## src/rtl/clkgen_pkg.sv

```systemverilog
// -----------------------------------------------------------------------------
// clkgen_pkg
//
// Purpose : Shared types and constants for the multi-rate clock/strobe
//           generator. Holds the default counter width, the standard
//           half-period constants for the board's 100 MHz clock and a small
//           helper that maps a named rate onto its half-period.
//
// Contents:
//   CNT_W_DEF   default counter/divisor width (27 bits holds 50_000_000)
//   div_t       half-period type at the default width
//   HALF_1HZ    half-period for a 1 Hz output
//   HALF_100HZ  half-period for a 100 Hz output
//   HALF_1KHZ   half-period for a 1 kHz output
//   rate_e      named standard rates
//   rate_half() rate_e -> half-period in clk_100MHz cycles
// -----------------------------------------------------------------------------
package clkgen_pkg;

    localparam int CNT_W_DEF = 27;

    typedef logic [CNT_W_DEF-1:0] div_t;

    // Half-periods in cycles of the 100 MHz clock: f_out = 100e6 / (2 * H).
    localparam int HALF_1HZ   = 50_000_000;
    localparam int HALF_100HZ = 500_000;
    localparam int HALF_1KHZ  = 50_000;

    typedef enum logic [1:0] {
        RATE_1HZ   = 2'd0,
        RATE_100HZ = 2'd1,
        RATE_1KHZ  = 2'd2,
        RATE_PARK  = 2'd3
    } rate_e;

    // Convenience for software-facing register maps and for callers that
    // want a named rate rather than a raw cycle count. RATE_PARK maps to a
    // half-period of zero, which parks the channel low.
    function automatic div_t rate_half(input rate_e rate);
        div_t half;
        case (rate)
            RATE_1HZ:   half = div_t'(HALF_1HZ);
            RATE_100HZ: half = div_t'(HALF_100HZ);
            RATE_1KHZ:  half = div_t'(HALF_1KHZ);
            default:    half = '0;
        endcase
        return half;
    endfunction

endpackage : clkgen_pkg

```

## src/rtl/multi_rate_clkgen_channel.sv

```systemverilog
// -----------------------------------------------------------------------------
// clkgen_channel
//
// Purpose : One output channel of the multi-rate clock generator. A counter
//           runs 0..H-1 and toggles a 50 %-duty square wave at every wrap.
//           A run-time half-period can be staged (pending) and is swapped in
//           only at a toggle boundary, so no output phase is ever shortened
//           or stretched beyond old-H followed by new-H.
//
// Build option:
//   CLKGEN_TICK_EN  defined   -> tick_o is a registered one-cycle pulse that
//                                coincides with every clk_out_o rising edge.
//                   undefined -> tick_o is tied low and has no flop.
//
// Ports:
//   clk_100MHz   in   1      system clock
//   rst_n        in   1      synchronous active-low reset
//   en_i         in   1      channel enable (level); low forces output low
//   load_i       in   1      strobe: stage div_half_i as pending half-period
//   sync_i       in   1      strobe: restart phase at zero, low output
//   div_half_i   in   CNT_W  requested half-period in clk cycles (0 = park)
//   clk_out_o    out  1      divided square wave (registered)
//   tick_o       out  1      one-cycle pulse on clk_out_o rising edge
// -----------------------------------------------------------------------------
module clkgen_channel
    import clkgen_pkg::*;
#(
    parameter int CNT_W    = CNT_W_DEF,
    parameter int DEF_HALF = HALF_1HZ
) (
    input  logic             clk_100MHz,
    input  logic             rst_n,
    input  logic             en_i,
    input  logic             load_i,
    input  logic             sync_i,
    input  logic [CNT_W-1:0] div_half_i,
    output logic             clk_out_o,
    output logic             tick_o
);

    localparam logic [CNT_W-1:0] RST_HALF = CNT_W'(DEF_HALF);
    localparam logic [CNT_W-1:0] ONE      = CNT_W'(1);

    logic [CNT_W-1:0] cnt_q,  cnt_d;    // position inside current half-period
    logic [CNT_W-1:0] half_q, half_d;   // active half-period H
    logic [CNT_W-1:0] pend_half_q, pend_half_d;  // staged half-period P
    logic             pend_q, pend_d;   // P waiting for the next boundary
    logic             clk_q,  clk_d;    // output level

    logic parked;     // H == 0: channel held low until re-armed
    logic terminal;   // last cycle of the current half-period

    assign parked   = (half_q == '0);
    assign terminal = (cnt_q == half_q - ONE);

    // -------------------------------------------------------------------------
    // Next-state logic. Priority: sync, then park, then enable, then count.
    // -------------------------------------------------------------------------
    always_comb begin
        // NOTE: every variable gets a default here so that no branch leaves
        // one unassigned; an unassigned path would infer a latch.
        cnt_d       = cnt_q;
        clk_d       = clk_q;
        half_d      = half_q;
        pend_half_d = pend_half_q;
        pend_d      = pend_q;

        if (sync_i) begin
            // Phase restart. A load in the same cycle bypasses the pending
            // stage; otherwise any staged value is adopted now.
            cnt_d = '0;
            clk_d = 1'b0;
            if (load_i) begin
                half_d      = div_half_i;
                pend_half_d = div_half_i;
                pend_d      = 1'b0;
            end else if (pend_q) begin
                half_d = pend_half_q;
                pend_d = 1'b0;
            end
        end else begin
            // A load always stages; the branches below may consume it at once.
            if (load_i) begin
                pend_half_d = div_half_i;
                pend_d      = 1'b1;
            end

            if (parked) begin
                cnt_d = '0;
                clk_d = 1'b0;
                // There is no toggle boundary to wait for while parked, so a
                // non-zero load is adopted immediately.
                if (load_i && (div_half_i != '0)) begin
                    half_d = div_half_i;
                    pend_d = 1'b0;
                end
            end else if (!en_i) begin
                // Staged state is kept so the channel resumes with it.
                cnt_d = '0;
                clk_d = 1'b0;
            end else if (terminal) begin
                cnt_d = '0;
                clk_d = ~clk_q;
                // Only a value staged before this cycle is swapped in; a load
                // arriving on the boundary itself waits for the next one.
                if (pend_q && !load_i) begin
                    half_d = pend_half_q;
                    pend_d = 1'b0;
                    // Switching to H == 0 parks low straight away rather than
                    // leaving the output stuck high.
                    if (pend_half_q == '0) begin
                        clk_d = 1'b0;
                    end
                end
            end else begin
                cnt_d = cnt_q + ONE;
            end
        end
    end

    // -------------------------------------------------------------------------
    // State registers.
    // -------------------------------------------------------------------------
    always_ff @(posedge clk_100MHz) begin
        // NOTE: state is updated with non-blocking assignments so that every
        // flop samples the pre-edge values, independent of statement order.
        if (!rst_n) begin
            cnt_q       <= '0;
            clk_q       <= 1'b0;
            half_q      <= RST_HALF;
            pend_half_q <= RST_HALF;
            pend_q      <= 1'b0;
        end else begin
            cnt_q       <= cnt_d;
            clk_q       <= clk_d;
            half_q      <= half_d;
            pend_half_q <= pend_half_d;
            pend_q      <= pend_d;
        end
    end

    assign clk_out_o = clk_q;

    // -------------------------------------------------------------------------
    // Rising-edge tick. The output only ever goes 0 -> 1 through a normal
    // toggle, so comparing next and current level is sufficient; sync,
    // disable, park and reset can only drive it low and never raise a tick.
    // -------------------------------------------------------------------------
`ifdef CLKGEN_TICK_EN
    logic tick_q;

    always_ff @(posedge clk_100MHz) begin
        if (!rst_n) begin
            tick_q <= 1'b0;
        end else begin
            tick_q <= clk_d & ~clk_q;
        end
    end

    assign tick_o = tick_q;
`else
    assign tick_o = 1'b0;
`endif

endmodule : clkgen_channel

```

## src/rtl/multi_rate_clkgen.sv

```systemverilog
// -----------------------------------------------------------------------------
// multi_rate_clkgen
//
// Purpose : N-channel clock/strobe generator running from the 100 MHz board
//           clock. Each channel produces a 50 %-duty square wave whose
//           half-period can be reprogrammed at run time without glitches,
//           plus an optional one-cycle tick on every rising edge. Replaces
//           the fixed 1 Hz / 1 kHz dividers; consumers are display
//           multiplexing, debounce sampling and timekeeping.
//
//           This level only fans the shared load/sync strobes and the
//           per-channel enable and divisor slices out to the channels.
//
// Build option:
//   CLKGEN_TICK_EN  defined   -> tick_o pulses on each clk_out_o rising edge
//                   undefined -> tick_o is constant 0, no tick flops
//
// Parameters:
//   N_CH      number of independent output channels
//   CNT_W     counter/divisor width; must hold the largest half-period
//   DEF_HALF  half-period loaded into every channel at reset (1 Hz default)
//
// Ports:
//   clk_100MHz  in   1           system clock, 100 MHz
//   rst_n       in   1           synchronous active-low reset
//   en_i        in   N_CH        per-channel enable, level
//   div_half_i  in   N_CH*CNT_W  requested half-periods; channel k occupies
//                                bits [k*CNT_W +: CNT_W]
//   load_i      in   1           strobe: stage all div_half_i as pending
//   sync_i      in   1           strobe: restart all channels phase-aligned
//   clk_out_o   out  N_CH        divided square wave per channel
//   tick_o      out  N_CH        one-cycle pulse on each clk_out_o rise
// -----------------------------------------------------------------------------
module multi_rate_clkgen
    import clkgen_pkg::*;
#(
    parameter int N_CH     = 4,
    parameter int CNT_W    = CNT_W_DEF,
    parameter int DEF_HALF = HALF_1HZ
) (
    input  logic                  clk_100MHz,
    input  logic                  rst_n,
    input  logic [N_CH-1:0]       en_i,
    input  logic [N_CH*CNT_W-1:0] div_half_i,
    input  logic                  load_i,
    input  logic                  sync_i,
    output logic [N_CH-1:0]       clk_out_o,
    output logic [N_CH-1:0]       tick_o
);

    for (genvar g = 0; g < N_CH; g++) begin : g_ch
        clkgen_channel #(
            .CNT_W    (CNT_W),
            .DEF_HALF (DEF_HALF)
        ) u_channel (
            .clk_100MHz (clk_100MHz),
            .rst_n      (rst_n),
            .en_i       (en_i[g]),
            .load_i     (load_i),
            .sync_i     (sync_i),
            .div_half_i (div_half_i[g*CNT_W +: CNT_W]),
            .clk_out_o  (clk_out_o[g]),
            .tick_o     (tick_o[g])
        );
    end

endmodule : multi_rate_clkgen

```

## config.mk

```make
export PLATFORM = sky130hd
export DESIGN_NAME = multi_rate_clkgen
export DESIGN_NICKNAME = d
export VERILOG_FILES = /design/src/rtl/clkgen_pkg.sv /design/src/rtl/multi_rate_clkgen_channel.sv /design/src/rtl/multi_rate_clkgen.sv
export SDC_FILE = /design/constraint.sdc
export NUM_CORES = 1
export LEC_CHECK = 0
export BUFFER_PORTS_ARGS = -buffer_cell sky130_fd_sc_hd__clkbuf_2
export CORE_MARGIN = 2
export CORE_UTILIZATION = 50
export CTS_CLUSTER_DIAMETER = 60
export CTS_CLUSTER_SIZE = 30
export DETAILED_ROUTE_END_ITERATION = 7
export GPL_TIMING_DRIVEN = 0
export PLACE_DENSITY_LB_ADDON = 0.15
export SYNTH_ARGS = -nofsm -noshare
export SYNTH_HDL_FRONTEND = slang
export SYNTH_SLANG_ARGS = --single-unit
```

## constraint.sdc

```tcl
create_clock -name clk_100MHz -period 3.9 [get_ports clk_100MHz]
set_input_delay 0.195 -clock clk_100MHz [delete_from_list [all_inputs] [get_ports clk_100MHz]]
set_output_delay 0.195 -clock clk_100MHz [all_outputs]
set_load 0.02 [all_outputs]
```

==> results.cfg, run 1 <==
[run_status]
status = completed

[timing]
tightest_slew_ns = 1.07
hold_violations = 0
hold_ws_ns = 0.0150
skew_ns = 0.0193
fmax_mhz = 259
relSlewSlack_pct = 28.8
post-route-period-util_pct = 98.9
period_minus_slack_ns = 3.86
final-setup-viol-count = 0
maxSlewViolCount = 0

[critical_path]
path_cells = buf_6 > or4_4 > or4_4 > buf_6 > xnor2_1 > o41a_1 > nand4b_1 > or4_4 > o21a_1 > buf_6 > buf_12 > mux2_4
worst_path_max_delay_cell = or4_4
cp_num_buf_inv = 4
r2r_setup_slack_ns = 0.04
endpoint_kind = flip-flop
r2r-end = g_ch[3].u_channel.half_q[25]
start_kind = flip-flop
timing.critical_path.required_ns = 4.35
cp_data_arrival_time_ns = 4.30
ff2ff_path_depth = 12
slowest_delay_ns = 0.56
worst-path-max-fanout = 10
critical_path_class = reg -> reg
cpLargestDelayFamily = simple AND/OR/NAND/NOR gates
r2r_start = g_ch[3].u_channel.half_q[9]

[floorplan]
num_rows = 72
die_h_um = 201
core_um2 = 38400
fp.dieW_um = 201
io_pins = 124
design.die.area_um2 = 40300
start_util_pct = 50.4

[drt]
drc = 0
initialDrtViolationCount = 1163
dr.pass1.iters = 7
drt-total-wl_um = 59200
route.vias.total = 18139
via_per_inst = 5.84
wl_per_cell_um = 19.1
ant_nets = 0

[yosys]
async_flop_share_pct = 0
ys_seq_area_share_pct = 34.4
synth_edf_count = 0
synth_ff_type = dfxtp_1
synth.avg_cell_area_um2 = 8.42
synth_cell_type_count = 78
ys_ff_latch = 332
syn-cell-area_um2 = 19300
syn_inst = 2296
synth_warnings = 0

[finish]
final_nets = 2686
final_area_um2 = 23300
drive_gt1_share_pct = 13.6
syn_to_final_growth_pct = 20.3

[hold_path]
hold_end = g_ch[3].u_channel.pend_half_q[1]
hold_path.class = in -> reg
hold_path_depth = 3
hp-start = div_half_i[82]

[global_route]
antenna_found_initial = 2
overflow = 0
grt_max_degree = 19
track_usage_pct = 28.5
grt_pass1_wl_um = 92700
grt_pass1_vias = 17184

[power_and_ir_drop]
ir_worst_vdd_mv = 0.269
power.total_mw = 8.54
power_density_nw_per_um2 = 367
total_leakage_power_nw = 8.83

[placement]
gp_congestion = 0.885
hpwl_um = 43500
dpl-instance-area_um2 = 20600
port_buffers = 117

[clock_network]
h-tree-depth = 2
cts_sinks = 332
cts_buffers = 36
cts_tree = done
root_buffer = clkbuf_16
path_clk_slew_ns = 0.08
clockBufferDepth = 3
clk_latency_ns = 0.55

[run]
cap_violations = 0
-- routing by layer --
layer  wire, um  global-route usage [%]  vias to the layer above
met4       2030                    11.2                        0
li1           -                       -                     8793
met3       3400                    3.54                      127
met2      27100                    46.3                      554
met1      26700                    38.6                     8665
met5          0                       0                        -
-- cell type report --
cell class / instances / area, um2
fillers: 3416 / 15100
multi-input cells: 1737 / 12000
flip-flops and latches: 332 / 6660
repair buffers: 233 / 1730
clock buffers: 39 / 933
plain buffers: 162 / 746
well taps: 518 / 648
clock inverters: 22 / 298
inverters: 60 / 228
diodes: 1 / 2.50
-- Yosys cell counts, drive strengths merged (53+ instances only) --
cell type | instances | area [um2]
dfxtp | 332 | 6650
nand2 | 205 | 769
mux2i | 196 | 1960
nor2 | 148 | 556
clkbuf | 124 | 465
nor3 | 117 | 586
xnor2 | 116 | 1020
xor2 | 114 | 998
nor4 | 93 | 582
a21oi | 80 | 400
nand3 | 78 | 390
nor2b | 66 | 413
inv | 59 | 221
mux2 | 53 | 616
-- worst register-to-register path, delay by kind of cell, from the launching register on --
kind                      cells  cell delay [ns]
AOI/OAI and AO/OA             2             0.62
xor gates and xnor gates      1             0.12
buffers and inverters         4             0.57
DFF                           1             0.32
muxes                         1             0.29
and+or+nand+nor               4             1.83
-- registers in the layout, indices dropped and copies added, names as in the netlist, named ones only --
register                    cells
g_ch.u_channel.clk_out_o        4
g_ch.u_channel.cnt_q          108
g_ch.u_channel.half_q         108
g_ch.u_channel.pend_half_q    108
-- stage by stage --
stage                     std cells  worst slack (ns)  utilization (%)  TNS (ns)
after floorplan                2299             0.164                -         0
after global placement         2934            -0.668             53.6    -53.01
after detailed placement       2934            -0.684             53.6    -59.42
after CTS                      3099          -0.00898             59.9   -0.0144
after global routing           3104          -0.00385             60.6   -0.0119
final                          3104            0.0433             60.6         0
-- cell families (layout without fill, tap and decap cells) --
kind of cell	after synthesis	after routing	synth area share, %
buffers and inverters	230	516	4.88
muxes	249	249	13.3
DFF	332	332	34.4
xor gates and xnor gates	230	230	10.4
AOI/OAI and AO/OA	283	283	9.95
adders and majority gates	8	8	0.518
other	1	5	0.0194
and+or+nand+nor	963	963	26.5
-- layout by cell type, fill, tap and decap left out, drive strengths merged, types with 5 or more instances in the layout --
cell type      n
a211o          7
a211oi        10
a21o           5
a21oi         80
a31oi         14
a41oi         40
and2           5
and3          35
and3b         13
and4          13
buf           56
clkbuf       274
clkinv         9
dfxtp        332
dlygate4sd3  104
ha             8
inv           67
mux2          53
mux2i        196
nand2        205
nand2b        20
nand3         78
nand4         48
nor2         148
nor2b         66
nor3         117
nor3b         36
nor4          93
nor4b          5
o2111ai        5
o211ai        12
o21a           6
o21ai         50
o31ai          8
o41ai          5
or2            9
or3           16
or4           40
xnor2        116
xor2         114
-- worst max path at each step --
stage                                startpoint                           end  slack [ns]  depth (start not counted)
floorplan           g_ch[3].u_channel.half_q[0]  g_ch[3].u_channel.half_q[20]        0.16                         13
global placement    g_ch[0].u_channel.half_q[0]    g_ch[0].u_channel.cnt_q[9]       -0.67                         11
detailed placement  g_ch[0].u_channel.half_q[0]   g_ch[0].u_channel.cnt_q[13]       -0.68                         11
CTS                 g_ch[2].u_channel.half_q[0]  g_ch[2].u_channel.half_q[17]      -0.009                         12
global route        g_ch[3].u_channel.half_q[0]  g_ch[3].u_channel.half_q[25]      -0.004                         13
finish              g_ch[3].u_channel.half_q[9]  g_ch[3].u_channel.half_q[25]        0.04                         12
-- what timing repair did --
item	in CTS	in global routing
hold buffers	104	0
setup buffers	2	10
endpoints found under the setup margin	198	189
resized for setup	37	66
endpoints found under the hold margin	104	0
pin swaps	2	11
-- report_power, final --
group | leakage [nW] | internal [mW] | total, mW | switching (mW)
clock | 0.597 | 2.06 | 3.64 | 1.58
sequential | 2.72 | 3.53 | 3.67 | 0.149
combinational | 5.52 | 0.543 | 1.23 | 0.684
total | 8.83 | 6.13 | 8.54 | 2.42
(Power assumes the default switching activity.)
==> inputs of run 2 (changes only) <==
Settings changed: SYNTH_HIERARCHICAL from default to 1.
==> run 2 against run 1 <==
Effect of this change: sequential power about the same; clock skew increased by 0.0053 ns; utilization increased by 0.31 points; synthesized cell count increased by 3.0%; wire length decreased by 0.52%; critical path type unchanged; critical endpoint is now g_ch[0].u_channel/half_q[9]; largest cell class unchanged; largest power group unchanged; highest routed layer unchanged.
==> results.cfg, run 2 <==
[timing]
period_minus_slack_ns = 3.79
hold_ws_ns = 0.0793
relSlewSlack_pct = 47.3
hold_violations = 0
fmax_mhz = 264
tightest_slew_ns = 0.791
post-route-period-util_pct = 97.1
setup_ws_ns = 0.114
skew_ns = 0.0246
final-setup-viol-count = 0
maxSlewViolCount = 0

[drt]
dr.pass1.iters = 6
initialDrtViolationCount = 1274
route.vias.total = 19053
drt-total-wl_um = 58900
ant_nets = 0
wl_per_cell_um = 18.4
via_per_inst = 5.97
drc = 0

[global_route]
track_usage_pct = 27.8
grt_pass1_wl_um = 94800
grt_max_degree = 19
grt_pass1_vias = 18486
overflow = 0
antenna_found_initial = 1

[critical_path]
r2r_start = g_ch[0].u_channel/half_q[8]
critical_path_class = reg -> reg
r2r_setup_slack_ns = 0.11
timing.critical_path.required_ns = 4.37
r2r-end = g_ch[0].u_channel/half_q[9]
crit_path_end = g_ch[0].u_channel/half_q[9]
endpoint_kind = flip-flop
ff2ff_path_depth = 11
start_kind = flip-flop
worst-path-max-fanout = 10
setup.worst_path.start = g_ch[0].u_channel/half_q[8]
cp_data_arrival_time_ns = 4.25

[yosys]
synth_edf_count = 0
synth_largest_area_cell = dfxtp_1
yosysMostFrequentCell = dfxtp_1
yosys-top-cells-count = 332 x dfxtp_1, 284 x nor2_1, 193 x mux2i_1
synth.avg_cell_area_um2 = 8.50
syn_inst = 2364
synth_top_area_share_pct = 33.1
ys_seq_area_share_pct = 33.1
synth_cell_type_count = 86
async_flop_share_pct = 0
synth_ff_type = dfxtp_1
netlist_top_cells_area = dfxtp_1 33%, mux2i_1 9.6%, xnor2_1 5.5%
ys_ff_latch = 332
synth_nets = 2492
syn-cell-area_um2 = 20100
synth_warnings = 6

[power_and_ir_drop]
p_sw_mw = 2.49
p_int_mw = 5.96
p_sw_share_pct = 29.5
power_density_nw_per_um2 = 349
combPwrFrac_pct = 15.7
power.total_mw = 8.44
p_seq_share_pct = 43.7
p_clk_share_pct = 40.6
ir_worst_vdd_mv = 0.301
total_leakage_power_nw = 8.87

[clock_network]
clockBufferDepth = 3
path_clk_slew_ns = 0.07
h-tree-depth = 2
clk_latency_ns = 0.56
cts_buffers = 34
root_buffer = clkbuf_16
cts_tree = done
cts_sinks = 332

[floorplan]
start_util_pct = 50.6
io_pins = 124
fp.dieW_um = 204
design.die.area_um2 = 41800
core_um2 = 39700
die_h_um = 204
num_rows = 73

[finish]
mostFrequentLayoutCells = 329 x dfxtp_1, 284 x nor2_1, 193 x mux2i_1
syn_to_final_growth_pct = 20.4
drive_gt1_share_pct = 15.8
final_area_um2 = 24200
final_common_cell = dfxtp_1
final_nets = 2770
reg.largest.list = g_ch.u_channel/cnt_q x108, g_ch.u_channel/half_q x108, g_ch.u_channel/pend_half_q x108

[run_status]
status = completed

[placement]
hpwl_um = 42200
dpl-instance-area_um2 = 21300
port_buffers = 119
gp_congestion = 0.913
post-place-ws_ns = -0.271

[hold_path]
hold_path.class = in -> reg

[run]
cap_violations = 0
==> run 2: cells by family after synthesis <==
group	count (synthesis)	synth area share [%]
AOI/OAI and AO/OA	332	12.7
xor gates and xnor gates	226	9.92
adders and majority gates	12	0.747
buffers and inverters	216	4.62
DFF	332	33.1
muxes	251	13.0
other	4	0.0747
and+or+nand+nor	991	25.9
==> run 2: power by group through the flow <==
| stage | registers [mW] | clock network, mW | logic, mW |
|---|---|---|---|
| after floorplan | 3.70 | 0 | 0.830 |
| final | 3.69 | 3.43 | 1.33 |
| after global placement | 3.74 | 0 | 1.13 |
| after CTS | 3.67 | 3.51 | 1.26 |
| after global routing | 3.70 | 3.65 | 1.44 |
| after detailed placement | 3.75 | 0 | 1.14 |
==> run 2: how the worst min path moves through the flow <==
stage	startpoint	endpoint	slack, ns	cells past startpoint
final	en_i[3]	flip-flop	0.08	3
after global routing	en_i[3]	flip-flop	0.08	3
after CTS	en_i[3]	flip-flop	0.04	3
after detailed placement	div_half_i[20]	g_ch[0].u_channel/pend_half_q[20]	0.46	3
after global placement	div_half_i[20]	g_ch[0].u_channel/pend_half_q[20]	0.45	3
after floorplan	div_half_i[68]	g_ch[2].u_channel/pend_half_q[14]	0.32	2
==> run 2: per-stage QoR <==
step / TNS [ns] / util (%) / cells
floorplan: 0 / - / 2364
CTS: -0.166 / 60.0 / 3187
global placement: -14.65 / 53.7 / 3008
detailed placement: -19.06 / 53.7 / 3008
global route: -0.0287 / 60.9 / 3194
finish: 0 / 60.9 / 3194
==> run 2: worst max-delay path: stages, from the launching register on <==
cell      delay (ns)
dfxtp_1         0.30
clkbuf_1        0.22
or4_1           0.62
nor3_4          0.25
a31oi_1         0.13
a221oi_2        0.29
or4b_1          0.45
or4_1           0.60
clkbuf_4        0.22
a21o_4          0.23
buf_6           0.15
a211oi_2        0.22
==> run 2: cell type report <==
| cell class | instances | area (um2) |
|---|---|---|
| diodes | 1 | 2.50 |
| flip-flops and latches | 332 | 6650 |
| multi-input cells | 1816 | 13000 |
| inverters | 61 | 229 |
| well taps | 525 | 657 |
| fillers | 3498 | 15500 |
| repair buffers | 248 | 1840 |
| plain buffers | 149 | 694 |
| clock inverters | 24 | 233 |
| clock buffers | 38 | 930 |
==> run 2: metal layers <==
layer	wire, um	vias to the layer above	track usage (%)
met3	3000	149	3.94
met4	1940	0	9.83
met5	0	-	0
li1	-	9193	-
met2	27800	606	46.2
met1	26100	9105	36.7
==> run 2: what timing repair did <==
action,4_1_cts,5_1_grt
gates resized for setup,31,68
hold buffers,111,0
setup buffers,7,11
endpoints found under the setup margin,142,182
pin swaps,3,13
endpoints found under the hold margin,114,0
cloned,0,0
